$ cat config.mk
export PLATFORM = sky130hd
export DESIGN_NAME = run_detect_ctrl
export DESIGN_NICKNAME = d
export VERILOG_FILES = /design/src/rtl/run_detect_ctrl_pkg.sv /design/src/rtl/run_detect_ctrl_dff_sync_rst.sv /design/src/rtl/run_detect_ctrl.sv
export SDC_FILE = /design/constraint.sdc
export NUM_CORES = 1
export LEC_CHECK = 0
export BUFFER_PORTS_ARGS = -buffer_cell sky130_fd_sc_hd__clkbuf_2
export CAP_MARGIN = 20
export CORE_ASPECT_RATIO = 1.5
export CORE_MARGIN = 2
export CORE_UTILIZATION = 53
export CTS_CLUSTER_SIZE = 14
export DETAILED_ROUTE_END_ITERATION = 8
export GPL_TIMING_DRIVEN = 0
export PLACE_DENSITY_LB_ADDON = 0.2
export SYNTH_ARGS = -nofsm -noshare
export SYNTH_HDL_FRONTEND = slang
export SYNTH_SLANG_ARGS = --single-unit
$ cat constraint.sdc
create_clock -name clk -period 2.5 [get_ports clk]
set_input_delay 0 -clock clk [delete_from_list [all_inputs] [get_ports clk]]
set_output_delay 0 -clock clk [all_outputs]
set_load 0.03 [all_outputs]
$ cat src/rtl/run_detect_ctrl_pkg.sv
// Shared definitions for the run detector: one-hot state indices/codes and defaults.
package run_detect_ctrl_pkg;

  localparam int S_IDLE = 0;
  localparam int S_RUN1 = 1;
  localparam int S_HIT1 = 2;
  localparam int S_RUN0 = 3;
  localparam int S_HIT0 = 4;
  localparam int S_LOCK = 5;

  localparam logic [5:0] ST_IDLE = 6'b000001;
  localparam logic [5:0] ST_RUN1 = 6'b000010;
  localparam logic [5:0] ST_HIT1 = 6'b000100;
  localparam logic [5:0] ST_RUN0 = 6'b001000;
  localparam logic [5:0] ST_HIT0 = 6'b010000;
  localparam logic [5:0] ST_LOCK = 6'b100000;

  // IDLE is stored inverted so an all-zero register decodes as IDLE.
  localparam logic [5:0] IDLE_INV = 6'b000001;

  localparam int RUN_LEN_DEF  = 4;
  localparam int MAX_HITS_DEF = 3;

  function automatic logic is_onehot(input logic [5:0] s);
    return (s != 6'd0) && ((s & (s - 6'd1)) == 6'd0);
  endfunction

endpackage

$ cat src/rtl/run_detect_ctrl_dff_sync_rst.sv
// n-bit register with synchronous active-low reset to zero.
module dff_sync_rst #(
  parameter int N = 1
) (
  input  logic         clk,
  input  logic         resetn,
  input  logic [N-1:0] d,
  output logic [N-1:0] q
);

  always_ff @(posedge clk) begin
    if (!resetn) q <= '0;
    else         q <= d;
  end

endmodule

$ cat src/rtl/run_detect_ctrl.sv
// One-hot controller detecting RUN_LEN identical bits on w (sampled when en=1),
// counting hits and optionally locking after MAX_HITS detections.
module run_detect_ctrl
  import run_detect_ctrl_pkg::*;
#(
  parameter int RUN_LEN  = RUN_LEN_DEF,
  parameter int CNT_W    = 4,
  parameter int HIT_W    = 8,
  parameter int MAX_HITS = MAX_HITS_DEF
) (
  input  logic             clk,
  input  logic             resetn,
  input  logic             en,
  input  logic             w,
  input  logic             clr,
  output logic             z,
  output logic             hit_pulse,
  output logic             locked,
  output logic [5:0]       state,
  output logic [CNT_W-1:0] run_cnt,
  output logic [HIT_W-1:0] hit_cnt
);

  localparam logic [CNT_W-1:0] RL     = CNT_W'(RUN_LEN);
  localparam logic [CNT_W-1:0] RL_M1  = CNT_W'(RUN_LEN - 1);
  localparam logic [HIT_W-1:0] MAXH   = HIT_W'(MAX_HITS);
  localparam bit               LOCK_EN = (MAX_HITS != 0);

  logic [5:0]       q_state, nst;
  logic [CNT_W-1:0] run_nxt;
  logic [HIT_W-1:0] hit_nxt, hit_inc;
  logic             pulse_nxt;
  logic             pol1, in_run, same;

  dff_sync_rst #(.N(6)) u_state (
    .clk    (clk),
    .resetn (resetn),
    .d      (nst ^ IDLE_INV),
    .q      (q_state)
  );

  assign state = q_state ^ IDLE_INV;

  assign pol1    = state[S_RUN1] | state[S_HIT1];
  assign in_run  = state[S_RUN1] | state[S_RUN0];
  assign same    = pol1 ? w : ~w;
  assign hit_inc = (&hit_cnt) ? hit_cnt : hit_cnt + 1'b1;

  always_comb begin
    nst       = state;
    run_nxt   = run_cnt;
    hit_nxt   = hit_cnt;
    pulse_nxt = 1'b0;
    if (clr) begin
      nst     = ST_IDLE;
      run_nxt = '0;
      hit_nxt = '0;
    end else if (!is_onehot(state)) begin
      nst     = ST_IDLE;
      run_nxt = '0;
    end else if (state[S_LOCK] || !en) begin
      // LOCK and en=0 both hold everything
    end else if (state[S_IDLE] || !same) begin
      // first bit, or a polarity change, starts a new run
      nst     = w ? ST_RUN1 : ST_RUN0;
      run_nxt = CNT_W'(1);
    end else if (in_run) begin
      if (run_cnt == RL_M1) begin
        run_nxt   = RL;
        pulse_nxt = 1'b1;
        hit_nxt   = hit_inc;
        if (LOCK_EN && hit_inc == MAXH) nst = ST_LOCK;
        else                            nst = pol1 ? ST_HIT1 : ST_HIT0;
      end else begin
        run_nxt = run_cnt + 1'b1;
      end
    end
  end

  always_ff @(posedge clk) begin
    if (!resetn) begin
      run_cnt   <= '0;
      hit_cnt   <= '0;
      hit_pulse <= 1'b0;
    end else begin
      run_cnt   <= run_nxt;
      hit_cnt   <= hit_nxt;
      hit_pulse <= pulse_nxt;
    end
  end

  assign z      = state[S_HIT1] | state[S_HIT0];
  assign locked = state[S_LOCK];

endmodule

* Yosys cells after proc, flatten, opt, wreduce, memory -nomap -nowiden
Cells that the tools add are included.
Word-level totals: register bits after elaboration 19, output and inout bits 21, logic and storage cells 53
Operators by class: $add $sub $neg 3, equal/unequal tests 2, multiplexer cells 15, bitwise gates (word level) 12, reduce and logical (&&, ||, !) cells 16
Operators by type and width (count):
- 6-bit two-way mux | 4
- 4-bit two-way mux | 4
- 8-bit by 1-bit adder with 8-bit output, second input constant | 1
- 8-bit by 2-bit == test with 1-bit output, second input constant | 1
- 8-bit two-way mux | 1
- 1-bit NOT | 8
- 8-bit AND reduction | 1
- 6-bit bitwise AND | 1
- 6-bit zero test | 1
- 6-bit nonzero test | 1
- 6-bit OR reduction | 1
- 6-bit by 1-bit subtractor with 6-bit output, second input constant | 1
- 1-bit two-way mux | 5
- 5-bit two-way mux | 1
- 5-bit AND reduction | 1
- 4-bit by 1-bit adder with 4-bit output, second input constant | 1
- 4-bit by 2-bit == test with 1-bit output, second input constant | 1
- 2-bit nonzero test | 2
- 1-bit OR | 3
- 3-bit AND reduction | 1
- 3-bit OR reduction | 1
- 1-bit zero test | 2
- 1-bit logical OR | 2
- 2-bit AND reduction | 1
- other kinds (2) | 2

* Logic depth before layout (Yosys ltp)
word-level depth 11, depth in mapped cells 8

* Hierarchy
Synthesis repeated with hierarchy kept, for this count alone.
Unflattened totals: cells, all modules 143, area, all modules 1198.6 µm²
Modules (own cells, without submodules):
- run_detect_ctrl | instances 1, cells each 131, area an instance 1041.0 µm², seq. area each 260.2 µm²
- dff_sync_rst | instances 1, cells each 12, area an instance 157.7 µm², seq. area each 120.1 µm²

* Worst setup path before layout
OpenSTA, ideal clock, no wires.
path type register to register, from register u_state.q[5], to register run_cnt[3], library setup time 79 ps, arrival 1957 ps, required time 2421 ps, setup slack 464 ps, stages on the path, launching flop included 6, buffers on the path 0, period minus slack after synthesis 2036 ps, path through dfxtp_1 nor4bb_1 a211oi_1 o31ai_1 nand2_1 nor3_1
Between the ends: longest elaborated chain between the ends 6
RTL lines:
- start, declared | RTL line run_detect_ctrl_dff_sync_rst.sv:8 | output logic [N-1:0] q
- start signal, assigned | RTL line run_detect_ctrl_dff_sync_rst.sv:12 | if (!resetn) q <= '0;
- start signal, assigned | RTL line run_detect_ctrl_dff_sync_rst.sv:13 | else q <= d;
- 6-bit by 1-bit subtractor with 6-bit output | RTL line run_detect_ctrl_pkg.sv:25 | return (s != 6'd0) && ((s & (s - 6'd1)) == 6'd0);
- 6-bit bitwise AND | RTL line run_detect_ctrl_pkg.sv:25
- 6-bit zero test | RTL line run_detect_ctrl_pkg.sv:25
- 1-bit logical AND | RTL line run_detect_ctrl_pkg.sv:25
- 1-bit NOT (no line)
- 3-bit OR reduction (no line)
- end signal, assigned | RTL line run_detect_ctrl.sv:86 | run_cnt <= run_nxt;
- end, declared | RTL line run_detect_ctrl.sv:20 | output logic [CNT_W-1:0] run_cnt,
Parallel ways exist; a longest one is shown, timed or not. A chain may end at the register's enable or synchronous reset.

* Final worst setup path
from register u_state.q[2], to register u_state.q[4]
Between the ends: longest elaborated chain between the ends 6
RTL lines (RTL line):
- 6-bit by 1-bit subtractor with 6-bit output / 1-bit OR (equally long branches) | run_detect_ctrl_pkg.sv:25, run_detect_ctrl.sv:44
- 6-bit bitwise AND, or another cell as far along | run_detect_ctrl_pkg.sv:25
- 6-bit zero test, or another cell as far along | run_detect_ctrl_pkg.sv:25
- 1-bit logical AND, or another cell as far along | run_detect_ctrl_pkg.sv:25
- 1-bit NOT (no line), or another cell as far along
- 3-bit OR reduction (no line), or another cell as far along
Parallel ways exist; a longest one is shown, timed or not. The select of a mux whose other input is x is not followed.

==> out/results.ini <==
[outcome]
status=completed

[pwr]
total_leakage_power_nw=0.511
p_clk_share_pct=30.4
p_comb_share_pct=11.4
power.density_nw_per_um2=387
intPower_mw=0.388
ir_worst_vdd_mv=0.280
seqPwrFrac_pct=58.3
finalPower_mw=0.531
power.net_switching_mw=0.142
netSwitchingFraction_pct=26.8

[placement]
pre_cts_ws_ps=163
portBuffers=25
routabilityCongestion=0.817
dpl.hpwl_um=2150
dp.cells=193

[timing]
tns_ps=0
hold_viol_final=0
setup_viol=0
slew-limit-headroom_pct=56.7
setup_ws_ps=287
fmax_ghz=0.452
min_period_ps=2210
rsz0062_at_grt=false
finClkSkew_ps=1.40
post-route-period-util_pct=88.5
worst_slew_pin_slew_ps=646
drv_slew=0

[critical_path]
r2r_start=u_state.q[2]
worst_ep_arrival_time_ps=2460
worstPathMaxFanout=9
cp-start-kind=register
crit_start=u_state.q[2]
crit_family=simple AND/OR/NAND/NOR gates
crit_path_top_delay_cell=a2111oi_4
setup.worst_path.class=reg2reg
cp.buffers_inverters=3
critPathCaptureType=register
slowest_delay_ps=490
crit_chain=buf_6 -> or3_4 -> a2111oi_4 -> and2_2 -> buf_4 -> and2_0 -> buf_2 -> a32o_1
crit_required_ps=2750

[global_routing]
grt-ovfl-total=0
grt_usage_pct=24.0
antenna_found_initial=0
grt_pass1_vias=1129
grt_pass1_wl_um=4860
grt_max_degree=11

[drt]
drt_iter0_drc=39
ant_nets=0
vias_per_cell=6.14
drc=0
wl_um=2820
vias=1209
dr.pass1.iters=4
wire_per_inst_um=14.3

[clock_network]
clk_path_buf_depth=2
numCtsBuffers=3
cts_sinks=19
clk_latency_ps=300
cts_tree=done
clk_pin_slew_ps=110
root_buffer=clkbuf_4
hold_buffers=0
postCtsSetupBuffers=0
cts_resized=0
htree_levels=1

[final_layout]
utilization_pct=62.9
final_cell_count_no_fill=197
syn2layout_area_growth_pct=15.6
layout_common_cells=25 x clkbuf_2, 19 x dfxtp_1, 17 x nor2_1, 12 x a21oi_1, 10 x o21ai_0
final_common_cell=clkbuf_2
drive_above_1_share_pct=25.9
n_antenna_cell=0
layout.nets=182

[yosys]
synth.distinct_cells=46
postSynth.asyncResetShare_pct=0
synth_area_leaders=dfxtp_1 32%, nor2_1 5.4%, a21oi_1 5.1%
yosysTopAreaCell=dfxtp_1
synth-edff-count=0
synth_top_area_share_pct=32.0
ys.flop_type=dfxtp_1
syn_nets=152
synth-seq-area-share_pct=32.0
syn_area_per_cell_um2=8.19
syn_inst=145
synth.cell_area_um2=1190
ys_warn_count=0
ys_seq_elements=19

[die]
rows=21
fp.dieH_um=62.0
die_w_um=42.6
initial_core_util_pct=54.4
coreArea_um2=2180
ioPinCount=26
dieArea_um2=2640

[hold_path]
worstHoldStart=en
hp-class=in2reg

[run]
cap_viol_max_count=0

## metrics by stage
| stage | cell area [µm²] | hold WS [ps] |
|---|---|---|
| finish | 1370 | 6.89 |
| global route | 1370 | 8.41 |
| CTS | 1370 | 6.24 |
| detailed placement | 1340 | 322 |
| global placement | 1340 | 300 |
| floorplan | 1190 | 169 |
## cell usage after synthesis, types with 3 or more instances
cell      count
nor3_1        5
a21oi_1      12
o31ai_1       3
nor2_1       17
nand2b_1      3
a41oi_1       3
buf_4         6
nand2_1       8
nor2b_1       3
dfxtp_1      19
a211oi_1      6
nand3_1       3
o21ai_0      10
## per-layer routing
metal  GRT usage (%)  up-vias  routed length, µm
met5               0        -                  0
met4            10.7        0                 34
met3            3.76        4                119
met2            45.0       33               1500
met1            26.6      566               1160
li1                -      606                  -
## kinds of logic after synthesis
kind of cell	count (synthesis)	synth area share, %
simple gates	62	29.7
fa+ha+maj	2	2.11
buf+inv	13	6.85
xor+xnor	2	1.48
flops	19	32.0
compound gates	47	27.8
## path summary, 6_finish.rpt
kind	to	slack, ps	depth (start not counted)
worst max-delay path	u_state.q[4]	290	8
worst min-delay path	u_state.q[5]	7	3
worst max register to register	u_state.q[4]	290	8
worst min register to register	hit_cnt[1]	550	2
## worst reg2reg max path: cells and delay by family (launching register included)
kind | cells | cell delay [ps]
AOI/OAI and AO/OA | 2 | 660
DFF | 1 | 340
and+or+nand+nor | 3 | 730
buffers and inverters | 3 | 430
## power groups by stage
stage          Sequential, mW  Clock [mW]  Combinational (mW)
6_report                0.309       0.161              0.0603
5_1_grt                 0.310       0.181              0.0667
4_1_cts                 0.309       0.164              0.0593
3_5_place_dp            0.316           0              0.0592
3_3_place_gp            0.316           0              0.0580
2_1_floorplan           0.317           0              0.0412
## flip-flops by register name, indices dropped and copies added, names as in the netlist
signal,flops
u_state.q,6
hit_pulse,1
hit_cnt,8
run_cnt,4
## layout make-up
class,instances,area (µm²)
plain buffers,11,73.8
repair buffers,25,125
fillers,212,808
inverters,2,7.51
clock buffers,4,26.3
flip-flops and latches,19,380
multi-input cells,113,731
well taps,23,28.8
No activity file was read; power rests on OpenSTA's default activity.
